<file path="src/rtl/blur3x3_stream.sv">
// blur3x3_stream: streaming 3x3 box blur of a raster 4-bit pixel stream into the pixel buffer.
// Latency: a write is issued 3 register stages after the accepting edge; one write per cycle peak.
// Backpressure: PIX_READY is high only while a frame is running; input gaps give matching write gaps.
//
// Ports: VGA_CLK/RESET (sync, active-high); START begins a frame when idle;
//        PIX_IN/PIX_VALID/PIX_READY source pixel handshake;
//        PB_WA/PB_DATA/PB_WE pixel-buffer write port; BUSY/DONE frame status.
// Option: define BLUR_DIV_ROUND_EN for round-to-nearest (ties up) instead of floor(S/9).
module blur3x3_stream #(
  parameter int IMG_W     = 160,
  parameter int IMG_H     = 120,
  parameter int ADDR_W    = 15,
  parameter int BASE_ADDR = 0
) (
  input  logic              VGA_CLK,
  input  logic              RESET,
  input  logic              START,
  input  logic [3:0]        PIX_IN,
  input  logic              PIX_VALID,
  output logic              PIX_READY,
  output logic [ADDR_W-1:0] PB_WA,
  output logic [3:0]        PB_DATA,
  output logic              PB_WE,
  output logic              BUSY,
  output logic              DONE
);

  localparam int XW = $clog2(IMG_W);
  localparam int YW = $clog2(IMG_H);
  localparam logic [XW-1:0]     X_LAST     = XW'(IMG_W - 1);
  localparam logic [YW-1:0]     Y_LAST     = YW'(IMG_H - 1);
  localparam logic [ADDR_W-1:0] ADDR_FIRST = ADDR_W'(BASE_ADDR + IMG_W + 1);

  typedef enum logic [1:0] {S_IDLE, S_RUN, S_FLUSH} state_t;

  state_t            r_state, w_state_nxt;
  logic [1:0]        r_fcnt;
  logic [XW-1:0]     r_x;
  logic [YW-1:0]     r_y;
  logic              w_accept;
  logic              w_start;

  // Line buffers: r_lb1 holds row y-1, r_lb2 holds row y-2 at each column.
  logic [3:0]        r_lb1 [IMG_W];
  logic [3:0]        r_lb2 [IMG_W];
  // Window rows: 0 = y-2, 1 = y-1, 2 = y; column 2 is the newest.
  logic [3:0]        r_win [3][3];

  logic              r_v1, r_v2;
  logic              r_lc1, r_lc2;
  logic [7:0]        r_sum;
  logic [7:0]        w_sum;
  logic [7:0]        w_div_in;
  logic [13:0]       w_prod;
  logic [ADDR_W-1:0] r_addr;

  assign w_accept = PIX_VALID && PIX_READY;
  assign w_start  = (r_state == S_IDLE) && START;

  // FSM next state and status outputs
  always_comb begin
    w_state_nxt = r_state;
    PIX_READY   = 1'b0;
    BUSY        = 1'b0;
    DONE        = 1'b0;
    case (r_state)
      S_IDLE: begin
        if (START) w_state_nxt = S_RUN;
      end
      S_RUN: begin
        PIX_READY = 1'b1;
        BUSY      = 1'b1;
        if (PIX_VALID && (r_x == X_LAST) && (r_y == Y_LAST)) w_state_nxt = S_FLUSH;
      end
      S_FLUSH: begin
        BUSY = 1'b1;
        // Third flush cycle is when the last write is on the output port.
        if (r_fcnt == 2'd2) begin
          DONE        = 1'b1;
          w_state_nxt = S_IDLE;
        end
      end
      default: w_state_nxt = S_IDLE;
    endcase
  end

  always_ff @(posedge VGA_CLK) begin
    if (RESET) r_state <= S_IDLE;
    else       r_state <= w_state_nxt;
  end

  always_ff @(posedge VGA_CLK) begin
    if (RESET || (r_state != S_FLUSH)) r_fcnt <= 2'd0;
    else                               r_fcnt <= r_fcnt + 2'd1;
  end

  // Input raster counters
  always_ff @(posedge VGA_CLK) begin
    if (RESET || w_start) begin
      r_x <= '0;
      r_y <= '0;
    end else if (w_accept) begin
      if (r_x == X_LAST) begin
        r_x <= '0;
        r_y <= (r_y == Y_LAST) ? '0 : r_y + 1'b1;
      end else begin
        r_x <= r_x + 1'b1;
      end
    end
  end

  // Line buffers are not reset: a frame only reads rows it has already written.
  always_ff @(posedge VGA_CLK) begin
    if (w_accept) begin
      r_lb2[r_x] <= r_lb1[r_x];
      r_lb1[r_x] <= PIX_IN;
    end
  end

  // Stage 1: window shift
  always_ff @(posedge VGA_CLK) begin
    if (RESET) begin
      for (int r = 0; r < 3; r++)
        for (int c = 0; c < 3; c++)
          r_win[r][c] <= 4'd0;
      r_v1  <= 1'b0;
      r_lc1 <= 1'b0;
    end else begin
      r_v1  <= w_accept && (r_x >= XW'(2)) && (r_y >= YW'(2));
      r_lc1 <= (r_x == X_LAST);
      if (w_accept) begin
        for (int r = 0; r < 3; r++) begin
          r_win[r][0] <= r_win[r][1];
          r_win[r][1] <= r_win[r][2];
        end
        r_win[0][2] <= r_lb2[r_x];
        r_win[1][2] <= r_lb1[r_x];
        r_win[2][2] <= PIX_IN;
      end
    end
  end

  always_comb begin
    w_sum = 8'd0;
    for (int r = 0; r < 3; r++)
      for (int c = 0; c < 3; c++)
        w_sum = w_sum + 8'(r_win[r][c]);
  end

  // Stage 2: 9-input sum
  always_ff @(posedge VGA_CLK) begin
    if (RESET) begin
      r_sum <= 8'd0;
      r_v2  <= 1'b0;
      r_lc2 <= 1'b0;
    end else begin
      r_sum <= w_sum;
      r_v2  <= r_v1;
      r_lc2 <= r_lc1;
    end
  end

  // Divide by 9 as (S*57)>>9; exact floor for S<=135.
`ifdef BLUR_DIV_ROUND_EN
  assign w_div_in = r_sum + 8'd4;
`else
  assign w_div_in = r_sum;
`endif
  assign w_prod = 14'(w_div_in) * 14'd57;

  // Stage 3: divide, register the write; address skips the two border columns at row end.
  always_ff @(posedge VGA_CLK) begin
    if (RESET) begin
      PB_WE   <= 1'b0;
      PB_WA   <= '0;
      PB_DATA <= 4'd0;
      r_addr  <= '0;
    end else begin
      PB_WE <= r_v2;
      if (r_v2) begin
        PB_DATA <= 4'(w_prod >> 9);
        PB_WA   <= r_addr;
      end
      if (w_start)   r_addr <= ADDR_FIRST;
      else if (r_v2) r_addr <= r_addr + (r_lc2 ? ADDR_W'(3) : ADDR_W'(1));
    end
  end

endmodule

</file>
<file path="config.mk">
export PLATFORM = sky130hd
export DESIGN_NAME = blur3x3_stream
export DESIGN_NICKNAME = d
export VERILOG_FILES = /design/src/rtl/blur3x3_stream.sv
export SDC_FILE = /design/constraint.sdc
export NUM_CORES = 1
export LEC_CHECK = 0
export BUFFER_PORTS_ARGS = -buffer_cell sky130_fd_sc_hd__buf_2
export CAP_MARGIN = 40
export CORE_MARGIN = 2
export CORE_UTILIZATION = 50
export CTS_CLUSTER_SIZE = 8
export DETAILED_ROUTE_END_ITERATION = 8
export GPL_TIMING_DRIVEN = 1
export PLACE_DENSITY = 0.65
export SYNTH_ARGS = -nofsm -noshare
export SYNTH_HDL_FRONTEND = slang
export SYNTH_SLANG_ARGS = --single-unit
</file>
<file path="constraint.sdc">
create_clock -name VGA_CLK -period 14.7 [get_ports VGA_CLK]
set_clock_uncertainty 0.15 [all_clocks]
set_input_delay 2.205 -clock VGA_CLK [delete_from_list [all_inputs] [get_ports VGA_CLK]]
set_output_delay 2.205 -clock VGA_CLK [all_outputs]
set_load 0.05 [all_outputs]
</file>
## Word-level counts from Yosys, hierarchy flattened

Memories as Yosys holds them, arrays and structs flattened. A register that Yosys moved wholly into a read port is not among the register bits.
Index checks and enable logic that the tools add are counted.

- Bits of input ports: 8
- Memories: 3
- Logic and storage cells: 96
- Output and inout port bits: 23
- Bits in writable memories: 1,316
- Register bits: 66

Memory list:

| name | words | width | read ports | clocked after Yosys merged registers in | write ports | RTL line | source |
|---|---|---|---|---|---|---|---|
| r_lb1 | 160 | 4 | 1 | 1 | 1 | 44 | `logic [3:0] r_lb1 [IMG_W];` |
| r_lb2 | 160 | 4 | 1 | 1 | 1 | 45 | `logic [3:0] r_lb2 [IMG_W];` |
| r_win | 3 | 12 | 3 | 0 | 3 | 47 | `logic [3:0] r_win [3][3];` |

- Multipliers: 1
- Reduce and logical (&&, ||, !) cells: 14
- Bitwise logic cells: 9
- Multiplexer cells: 32
- Order comparisons: 2
- Add/sub/neg operators: 12
- Equality and inequality tests: 9

Operator list:

| cell | number |
|---|---|
| $mux 8 | 7 |
| $mux 4 | 9 |
| $add 8x4->8 | 4 |
| $add 15x2->15 | 1 |
| $mul 8x6->13 const B | 1 |
| $mux 1 | 10 |
| $or 1x1->1 | 9 |
| $add 7x4->8 | 1 |
| $add 8x1->8 const B | 1 |
| $eq 8x8->1 const B | 1 |
| $ge 8x2->1 const B | 1 |
| $mux 2 | 4 |
| $ne 2x2->1 const B | 4 |
| $add 6x4->7 | 1 |
| $add 7x1->7 const B | 1 |
| $eq 7x7->1 const B | 1 |
| $ge 7x2->1 const B | 1 |
| $mux 7 | 1 |
| $add 5x4->6 | 1 |
| $logic_and 1x1->1 | 6 |
| $pmux 2 s3 | 1 |
| $add 4x4->5 | 1 |
| $eq 2x2->1 const B | 2 |
| $reduce_or 2->1 | 2 |
| 7 further kinds | 8 |

## Logic depth before layout (Yosys ltp)

An unclocked memory read counts as a cell.

- Depth in word-level cells: 9
- Depth in mapped cells: 14
- Depth with buffers taken out: 14

## Least setup slack after synthesis

No wires, ideal clock.

- Path kind: register -> register
- Start point: reg with a tool-made name
- End point: mem r_lb2[0][2] (data pin)
- Path slack: 5,528 ps
- Cell stages (with the launch flop): 12
- Clock period less this slack: 9,172 ps
- Path buffers: 5
- Required time: 13,160 ps
- Arrival time: 7,632 ps
- Library setup time: 1,390 ps
- Path through: dfxtp_1 buf_6 buf_6 buf_8 and2_1 buf_2 buf_2 a22oi_1 nand3_1 nand3_1 o22ai_1 nor3_1

RTL lines:

| what | RTL line |
|---|---|
| to (decl) | 45 |

==> reports/metrics.cfg <==
[status]
outcome = finished, final reports clean

[sta]
period_share_pct = 35.24
setup_slack_ns = 9.520
relSlewSlack_pct = 34.93
worst_pin_slew_ns = 0.9761
min_period_ns = 5.180
maxSlewViolCount = 0
setup_viol = 0
hold_violations = 0
max_freq_ghz = 0.1931
setup_tns_ns = 0
rsz0062_at_grt = false

[placed_design]
hpwl_um = 88990
portBuffers = 30
place_ws_ns = 9.549
post_dp_cell_area_um2 = 58120
gp_congestion = 0.8896

[synthesis]
synth-compound-area-share_pct = 3.111
ys_ff_latch = 1390
synth.area.top_cells = edfxtp_1, mux4_2, mux2i_1
ys.warnings.count = 0
syn_area_per_cell_um2 = 18.50
yosysTopAreaCell = edfxtp_1
syn_area_um2 = 55990
synth.net_count = 3113
synthTopCellsByCount = edfxtp_1, mux2i_1, nor2_1, mux4_2, nand2_1
synth-simple-area-share_pct = 4.736
synthArstFlopShare_pct = 0
synth-xor-area-share_pct = 0.4537
synth-main-ff-cell = edfxtp_1
synth_edf_count = 1316
synth.mux.area_fraction_pct = 13.85
yosysUniqueCellTypes = 66
syn_inst = 3027
synth_most_common_cell = edfxtp_1
synth.yosys.seq_area_share_pct = 73.23
synthAdderAreaFrac_pct = 2.239
yosys.area.top_type_share_pct = 70.58
synth_top_family_by_area = multiplexers

[detailed_routing]
viasPerCell = 6.230
post_drt_wl_per_cell_um = 29.38
via_count = 29460
drtIter0Drc = 3447
ant_nets = 0
wl_um = 139000
drc = 0
first_pass_iters = 6

[pwr]
pwr-share-comb_pct = 10.6
sw_frac_of_total_pct = 23.46
power_uw = 9436
peakVddDrop_mv = 0.1577
clockPowerShare_pct = 41.6
p_leak_uw = 0.01987
p_per_area_nw_per_um2 = 148.8
seqPwrFrac_pct = 47.8
internal-power_uw = 7223
p_sw_uw = 2214

[grt]
grt_util_met1_pct = 33.83
antenna_found_initial = 2
busiest_layer = met2
grt_pass1_vias = 29640
grt_max_degree = 123
use_met2_pct = 37.04
track_usage_pct = 24.34
grt_first_pass_wirelength_um = 203300
grt-ovfl-total = 0
met3_usage_pct = 5.434

[clock_network]
post_cts_buffers = 0
cts_tree = built
cts_hold_buf = 0
insertion_delay_ns = 0.80
cts.sink_count = 1390
ctsRootBufferMaster = clkbuf_16
post_cts_resize_count = 0
cts.clk_slew.worst_paths_ns = 0.05
cts_buffers = 191
clk_path_buf_depth = 3
cts_htree_levels = 4

[die]
start_util_pct = 50.52
dieArea_um2 = 114700
fp.dieH_um = 338.6
fp-row-count = 122
die_w_um = 338.6
io_pins = 31
fp.coreArea_um2 = 110800

[worst_setup_path]
crit_fanout = 64
required_ns = 15.00
worstPathArrival_ns = 5.48
worstSetupPathType = reg -> reg
cp-start-kind = flop
r2r_cells = 10
endpoint_kind = flop

[layout]
seqCellArea_um2 = 41010
drive_gt1_share_pct = 16.33
nets = 3268
area_delta_synth_final_pct = 13.23
fillers = 8140
multi_input_area_um2 = 13690
design_area_um2 = 63400

[job]
max-cap-violations = 0

[min_path]
min_path_cells = 1
min_path_type = reg -> reg

## power groups by stage
stage / Combinational (uW) / Clock, uW / Sequential [uW]
after floorplan: 700 / 0 / 4610
after global placement: 926 / 0 / 4600
after detailed placement: 1000 / 0 / 4590
after CTS: 1010 / 3970 / 4520
after global routing: 1120 / 4140 / 4510
final: 996 / 3930 / 4520
## sequential cells by signal, summed over array words and instances (netlist names), 2 cells and up, named ones only
signal and cells:
r_lb1 640, r_fcnt 2, r_addr 15, r_win 36, r_y 7, PB_WA 15, PB_DATA 4, r_x 8
r_state 2, r_lb2 640, r_sum 8
## cell type report
class	count	share of cell area [%]
tap	1488	2.937
clock inverter	13	0.4046
sequential	1390	64.69
multi-input combinational	1407	21.60
clock buffer	237	7.879
antenna	2	0.007894
timing repair buffer	122	2.070
inverter	70	0.4145
## per-stage QoR
step	instances	hold WS (ns)	utilization, %
finish	4729	0.2626	57.21
global route	4727	0.2905	57.20
CTS	4725	0.2662	57.18
detailed placement	4475	0.2597	52.45
global placement	4432	0.2506	51.78
floorplan	3027	0.2421	-
## cells in the final DEF, fill, tap and decap left out, types with 68 or more instances in the layout
cell and count:
mux4_2 177, inv_1 68, dfxtp_1 70, a22oi_1 80
clkbuf_16 193, nand2_1 114, mux2i_1 245, nor2_1 237
edfxtp_1 1316
## path summary, 6_finish.rpt
| kind | startpoint | endpoint | slack, ns |
|---|---|---|---|
| max | flop | r_lb2[111][1] | 9.52 |
| min | r_fcnt[0] | r_fcnt[0] | 0.26 |
| max reg2reg | flop | r_lb2[111][1] | 9.52 |
| min reg2reg | r_fcnt[0] | r_fcnt[0] | 0.26 |
## metal layers
layer / wire length [um] / share of wire [%]
met2: 64420 / 46
met1: 55540 / 40
met5: 0 / 0
met3: 12860 / 9.3
met4: 6130 / 4.4
## logic make-up after synthesis
family	count (synthesis)
flops	1390
xor+xnor	29
compound gates	249
fa+ha+maj	78
mux	475
simple gates	576
buf+inv	230
## worst max-delay path, cell delays in order, from the launching register on
cell and delay, ns:
dfxtp_4 0.67, buf_4 0.73, buf_4 0.73, mux2i_1 0.38, a22oi_1 0.14, nand3_1 0.16
nand4_1 0.28, nor4_1 0.72, nor3_2 0.09, buf_4 0.30, buf_16 0.26
Note: power is estimated with default switching activity, not from simulation.
